### config.mk
export PLATFORM = sky130hd
export DESIGN_NAME = uart_tx_serializer
export DESIGN_NICKNAME = d
export VERILOG_FILES = /design/src/rtl/uart_tx_serializer.sv
export SDC_FILE = /design/constraint.sdc
export NUM_CORES = 1
export LEC_CHECK = 0
export CAP_MARGIN = 30
export CELL_PAD_IN_SITES_DETAIL_PLACEMENT = 1
export CELL_PAD_IN_SITES_GLOBAL_PLACEMENT = 2
export CORE_UTILIZATION = 33
export DETAILED_ROUTE_END_ITERATION = 7
export PLACE_DENSITY = 0.76
export SETUP_SLACK_MARGIN = 0.05
export SLEW_MARGIN = 10
export SYNTH_ARGS = -nofsm -noshare
export SYNTH_HDL_FRONTEND = slang
export SYNTH_SLANG_ARGS = --single-unit
### constraint.sdc
create_clock -name clk -period 2.25 [get_ports clk]
set_input_delay 0.3375 -clock clk [delete_from_list [all_inputs] [get_ports clk]]
set_output_delay 0.3375 -clock clk [all_outputs]
set_load 0.05 [all_outputs]
### src/rtl/uart_tx_serializer.sv
// Byte-stream UART transmitter: start, 8 data bits LSB first, optional parity, 1-2 stop bits.
// The line output comes from a flop loaded with the value for the next state, so the pad never glitches.
module uart_tx_serializer #(
    parameter int CLKS_PER_BIT = 16,
    parameter int PARITY       = 0,
    parameter int STOP_BITS    = 1
) (
    input  logic       clk,
    input  logic       rst,
    input  logic [7:0] tx_data,
    input  logic       tx_valid,
    output logic       tx_ready,
    output logic       tx,
    output logic       busy
);
    localparam int CW = $clog2(CLKS_PER_BIT);
    localparam int SW = $clog2(2 * CLKS_PER_BIT);
    localparam logic [CW-1:0] BIT_LAST  = CW'(CLKS_PER_BIT - 1);
    localparam logic [SW-1:0] STOP_LAST = SW'(STOP_BITS * CLKS_PER_BIT - 1);

    typedef enum logic [2:0] {
        S_IDLE,
        S_START,
        S_DATA,
        S_PAR,
        S_STOP
    } state_t;

    state_t        state_q, state_d;
    logic [CW-1:0] cnt_q, cnt_d;
    logic [2:0]    idx_q, idx_d;
    logic [SW-1:0] stop_q, stop_d;
    logic [7:0]    shreg_q, shreg_d;
    logic          par_q, par_d;
    logic          tx_q, tx_d;
    logic          bit_end;

    assign tx_ready = (state_q == S_IDLE);
    assign busy     = (state_q != S_IDLE);
    assign tx       = tx_q;
    assign bit_end  = (cnt_q == BIT_LAST);

    always_ff @(posedge clk) begin
        if (rst) begin
            state_q <= S_IDLE;
            cnt_q   <= '0;
            idx_q   <= '0;
            stop_q  <= '0;
            shreg_q <= '0;
            par_q   <= 1'b0;
            tx_q    <= 1'b1;
        end else begin
            state_q <= state_d;
            cnt_q   <= cnt_d;
            idx_q   <= idx_d;
            stop_q  <= stop_d;
            shreg_q <= shreg_d;
            par_q   <= par_d;
            tx_q    <= tx_d;
        end
    end

    always_comb begin
        state_d = state_q;
        cnt_d   = cnt_q;
        idx_d   = idx_q;
        stop_d  = stop_q;
        shreg_d = shreg_q;
        par_d   = par_q;
        case (state_q)
            S_IDLE: begin
                if (tx_valid) begin
                    // Parity is taken from the byte as accepted, not from the shifting copy
                    shreg_d = tx_data;
                    par_d   = (^tx_data) ^ (PARITY == 2);
                    cnt_d   = '0;
                    idx_d   = '0;
                    stop_d  = '0;
                    state_d = S_START;
                end
            end
            S_START: begin
                if (bit_end) begin
                    cnt_d   = '0;
                    state_d = S_DATA;
                end else begin
                    cnt_d = cnt_q + CW'(1);
                end
            end
            S_DATA: begin
                if (bit_end) begin
                    cnt_d   = '0;
                    shreg_d = shreg_q >> 1;
                    if (idx_q == 3'd7) begin
                        state_d = (PARITY != 0) ? S_PAR : S_STOP;
                    end else begin
                        idx_d = idx_q + 3'd1;
                    end
                end else begin
                    cnt_d = cnt_q + CW'(1);
                end
            end
            S_PAR: begin
                if (bit_end) begin
                    cnt_d   = '0;
                    state_d = S_STOP;
                end else begin
                    cnt_d = cnt_q + CW'(1);
                end
            end
            S_STOP: begin
                if (stop_q == STOP_LAST) begin
                    stop_d  = '0;
                    state_d = S_IDLE;
                end else begin
                    stop_d = stop_q + SW'(1);
                end
            end
            default: state_d = S_IDLE;
        endcase

        tx_d = 1'b1;
        case (state_d)
            S_START: tx_d = 1'b0;
            S_DATA:  tx_d = shreg_d[0];
            S_PAR:   tx_d = par_d;
            default: tx_d = 1'b1;
        endcase
    end
endmodule
* Word-level counts from Yosys, hierarchy flattened *
Index checks and enable logic that the tools add are counted.

word-level totals
  register bits = 25
  input bits = 11

cells by class
  $add $sub $neg = 3
  equal/unequal tests = 13
  multiplexer cells = 23
  reduce and logical (&&, ||, !) cells = 11

operators by type and width
  cell                   count
  $mux W3                9
  $mux W8                2
  $pmux W8 S2            1
  $pmux W3 S5            1
  $eq A3 B2 Y1 const B   4
  $mux W5                2
  $pmux W5 S2            1
  $mux W4                2
  $pmux W4 S2            1
  $reduce_xor A8 Y1      1
  $eq A3 B1 Y1 const B   2
  $eq A3 B3 Y1 const B   2
  $ne A2 B2 Y1 const B   3
  $pmux W3 S2            1
  $reduce_bool A2 Y1     3
  $add A5 B1 Y5 const B  1
  $eq A5 B4 Y1 const B   1
  $add A4 B1 Y4 const B  1
  $eq A4 B4 Y1 const B   1
  $reduce_and A2 Y1      2
  $reduce_and A4 Y1      1
  $add A3 B1 Y3 const B  1
  $logic_not A3 Y1       1
  $pmux W1 S3            1
  other kinds (4)        5

* Depth between registers and ports, before layout *
  word-level depth = 6
  gate-level depth with buffers = 6

* Worst setup path before layout *
No wires, ideal clock.

  kind = flip-flop to flip-flop
  start point = register state_q[0]
  end point = register tx_q, in the netlist tx
  data arrival time = 1.648 ns
  data required time = 2.126 ns
  slack = 0.478 ns
  cell stages (with the launch flop) = 6
  cell sequence = dfxtp_1 -> buf_4 -> nor4b_4 -> a21oi_2 -> a221o_1 -> a2111o_1

on the way
  cells in the longest elaborated chain, start to end = 5
  elaborated cells on any way between the ends = 18
  classes of those cells = 7 x eq/ne; 10 x mux; 1 x reduce/logical

RTL lines
  what                                          line  RTL
  from (decl)                                   29    state_t state_q, state_d;
  from (signal assigned)                        53    state_q <= state_d;
  $mux W3                                       94    if (idx_q == 3'd7) begin
  $mux W3                                       91    if (bit_end) begin
  $pmux W3 S5                                   70    case (state_q)
  $eq A3 B2 Y1 or $eq A3 B1 Y1 (tied branches)  123   case (state_d)
  $pmux W1 S3 (*)                               123
  to (signal assigned)                          59    tx_q <= tx_d;
  to (decl)                                     35    logic tx_q, tx_d;

Mark *: on every way between the ends. The rest lies on a longest branch, timed or not.
A chain may end at the register's enable or synchronous reset.

* Worst setup path in the final report *
  start point = register cnt_q[0]
  end point = register idx_q[0]

on the way
  cells in the longest elaborated chain, start to end = 3

RTL lines
  what                                line  RTL
  from (decl)                         30    logic [CW-1:0] cnt_q, cnt_d;
  from (signal assigned)              54    cnt_q <= cnt_d;
  $eq A4 B4 Y1                        41    assign bit_end = (cnt_q == BIT_LAST);
  $ne A2 B2 Y1 (no source line)       --
  $reduce_and A4 Y1 (no source line)  --
  to (signal assigned)                55    idx_q <= idx_d;
  to (decl)                           31    logic [2:0] idx_q, idx_d;

Every way passes these cells.

==> flow_summary_export.csv <==
group,metric,value,unit
run_status,status,"finished clean",
clocking,cts_buffer_depth,2,
final_layout,syn2layout_area_growth,17.9,%
timing,hold_ws,0.460,ns
drt,wl_per_cell,13.6,um
power_and_ir_drop,seqPwrFrac,53.5,%
timing,finalMaxSlewViolations,0,
hold_path,worstHoldPathType,"flip-flop to flip-flop",
drt,ant_nets,0,
timing,slew-limit-headroom,58.3,%
die,num_io_pins,14,
setup_path,crit_fanout,5,
drt,drc,0,
setup_path,critical_path_required,2.46,ns
synth,yosys-top-cells-area,"dfxtp_1 (41%), a21oi_1 (5.3%), xnor2_1 (5.0%)",
die,die-area,3950,um^2
synth,synth_seq_cells,25,
synth,synth_nets,151,
setup_path,critPathMaxStageDelay,0.54,ns
clocking,ctsRootBufferMaster,"clkbuf_8",
clocking,path_clk_slew,0.09,ns
power_and_ir_drop,p_clk_share,30.9,%
timing,fin_crit_sh,86.4,%
placement,gp_congestion,0.751,
timing,skew,0.00228,ns
setup_path,reg2regPathDepth,5,
drt,vias,1033,
power_and_ir_drop,p_comb_share,15.6,%
clocking,postCtsSetupBuffers,0,
grt,track_usage,15.1,%
timing,hold_viol_final,0,
timing,worst_pin_slew,0.624,ns
setup_path,r2r_start,"cnt_q[0]",
setup_path,crit_family,"simple AND/OR/NAND/NOR gates",
setup_path,crit_chain,"ha_1, nand3_1, nor3_1, or3b_1, a21oi_1",
synth,avgSynthCellArea,8.98,um^2
drt,viasPerCell,5.30,
setup_path,end_kind,"flip-flop",
final_layout,layout.area.seq,500,um^2
synth,ys_seq_area_share,41.0,%
drt,dr.pass1.iters,3,
final_layout,finish.utilization,41.8,%
power_and_ir_drop,p_switching,230,uW
hold_path,min-delay-start,"shreg_q[4]",
clocking,cts_resized,0,
synth,synthCells,136,
grt,grt_overflow,0,
clocking,h-tree-depth,1,
timing,setup_viol_count_final,0,
flow_run,maxCapViolations,0,
synth,netlist.area_leader.share,41.0,%
synth,ys_async_sr_fraction,0,%
placement,dp_hpwl,1.98,mm
clocking,postCtsHoldBufs,0,
synth,yosysUniqueCellTypes,39,
setup_path,start_kind,"flip-flop",
die,core_area,3440,um^2
die,initial_core_util,35.5,%
synth,syn_area,1220,um^2
synth,post-synth-top-area-cell,"dfxtp_1",
power_and_ir_drop,leakagePower,0.000525,uW
die,die_w,62.8,um
timing,rsz0062_at_grt,"false",
power_and_ir_drop,power_density,612,nW/um^2
die,row_count,21,
grt,antenna_found_initial,0,
clocking,clock_sinks,25,
synth,synth_most_common_cell,"dfxtp_1",
setup_path,r2r_slack,0.31,ns
timing,finalSetupTns,0,ns
placement,dpl_cell_area,1390,um^2
hold_path,whs_endpoint,"shreg_q[4]",
power_and_ir_drop,switching_share,26.1,%
final_layout,layout.nets,165,
placement,place_ws,0.247,ns
setup_path,cp.arrival,2.15,ns
drt,routed_wl,2.65,mm
final_layout,drive_above_1_share,8.72,%
final_layout,fillers,418,
synth,synth_edf_count,0,
synth,synth_top_cells_by_count,"dfxtp_1 (25), a21oi_1 (13), nor2_1 (10)",
timing,fmax,515,MHz
grt,grt_start_max_net_pins,15,
timing,post-route-min-period,1.94,ns
setup_path,cp-startpoint,"cnt_q[0]",
setup_path,cp_num_buf_inv,0,
grt,grt_pass1_wl,4.80,mm
hold_path,holdPathStages,2,
setup_path,rr_endpoint,"idx_q[0]",
synth,yosys_warnings,0,
power_and_ir_drop,ir_drop,419,uV
placement,io_buffers,13,
timing,worst_slack,0.307,ns
grt,first_global_vias,1092,
clocking,cts_tree,"done",
power_and_ir_drop,intPower,652,uW
final_layout,design_area,1440,um^2
clocking,numCtsBuffers,3,
synth,ys.flop_type,"dfxtp_1",
die,die_y,62.8,um
setup_path,crit_path_top_delay_cell,"nor3_1",
final_layout,antenna_cells,0,
drt,drt_iter0_drc,29,
setup_path,path_class,"flip-flop to flip-flop",
clocking,clk-insertion-delay-late,0.27,ns
final_layout,multiInputGateArea,669,um^2
==> worst max path at each step <==
stage / endpoint / slack [ns] / cells after the start
after global placement: tx / 0.25 / 5
after floorplan: tx / 0.48 / 5
final: idx_q[0] / 0.31 / 5
after detailed placement: tx / 0.25 / 5
after CTS: busy / 0.09 / 2
after global routing: idx_q[0] / 0.13 / 5
==> cells in the final DEF, fill, tap and decap left out, types with 4 or more instances in the layout <==
cell type | Yosys | final
dfxtp_1 | 25 | 25
nand3b_1 | 4 | 4
xnor2_1 | 7 | 7
nor2_1 | 10 | 10
buf_4 | 1 | 5
clkdlybuf4s50_1 | 0 | 11
a22oi_1 | 8 | 8
o21ai_0 | 7 | 7
a21oi_1 | 13 | 13
nand2_1 | 9 | 9
nand3_1 | 4 | 4
ha_1 | 4 | 4
nor3_1 | 6 | 6
==> final cells by class <==
class,instances,share of cell area [%]
Clock buffer,4,3.13
Inverter,2,0.521
Multi-Input combinational cell,101,46.5
Sequential cell,25,34.8
Tap cell,46,4.00
Timing Repair Buffer,17,11.1
==> per-layer routing <==
metal | global-route usage, % | part of all wire (%) | vias to the layer above
met5 | 0 | 0 | -
met4 | 3.49 | 0.87 | 0
met3 | 3.47 | 3.1 | 4
met2 | 27.9 | 51 | 15
met1 | 17.5 | 45 | 494
li1 | - | - | 520
==> kinds of logic after synthesis <==
logic type	synth area share, %
buf+inv	4.20
compound gates	22.2
flops	41.0
mux	0.820
xor+xnor	5.74
simple gates	21.9
fa+ha+maj	4.10
==> power groups by stage <==
stage	registers [uW]	clock network (uW)	logic (uW)
final	472	272	138
after detailed placement	482	0	140
after global routing	474	306	153
after global placement	482	0	138
after floorplan	482	0	91.2
after CTS	472	290	141
==> worst min-delay path, delay by kind of cell (launching register included) <==
kind,cells,cell delay [ns]
compound gates,1,0.05
simple gates,1,0.05
flops,1,0.32
==> through the flow <==
step	power, uW	cells
after global placement	620	191
after floorplan	573	136
final	882	195
after detailed placement	622	191
after CTS	903	195
after global routing	934	195
==> sequential cells by signal (all words and copies together), names as in the netlist <==
name     count
shreg_q      8
stop_q       5
cnt_q        4
idx_q        3
state_q      3
par_q        1
tx           1
Note: power is estimated with default switching activity, not from simulation.
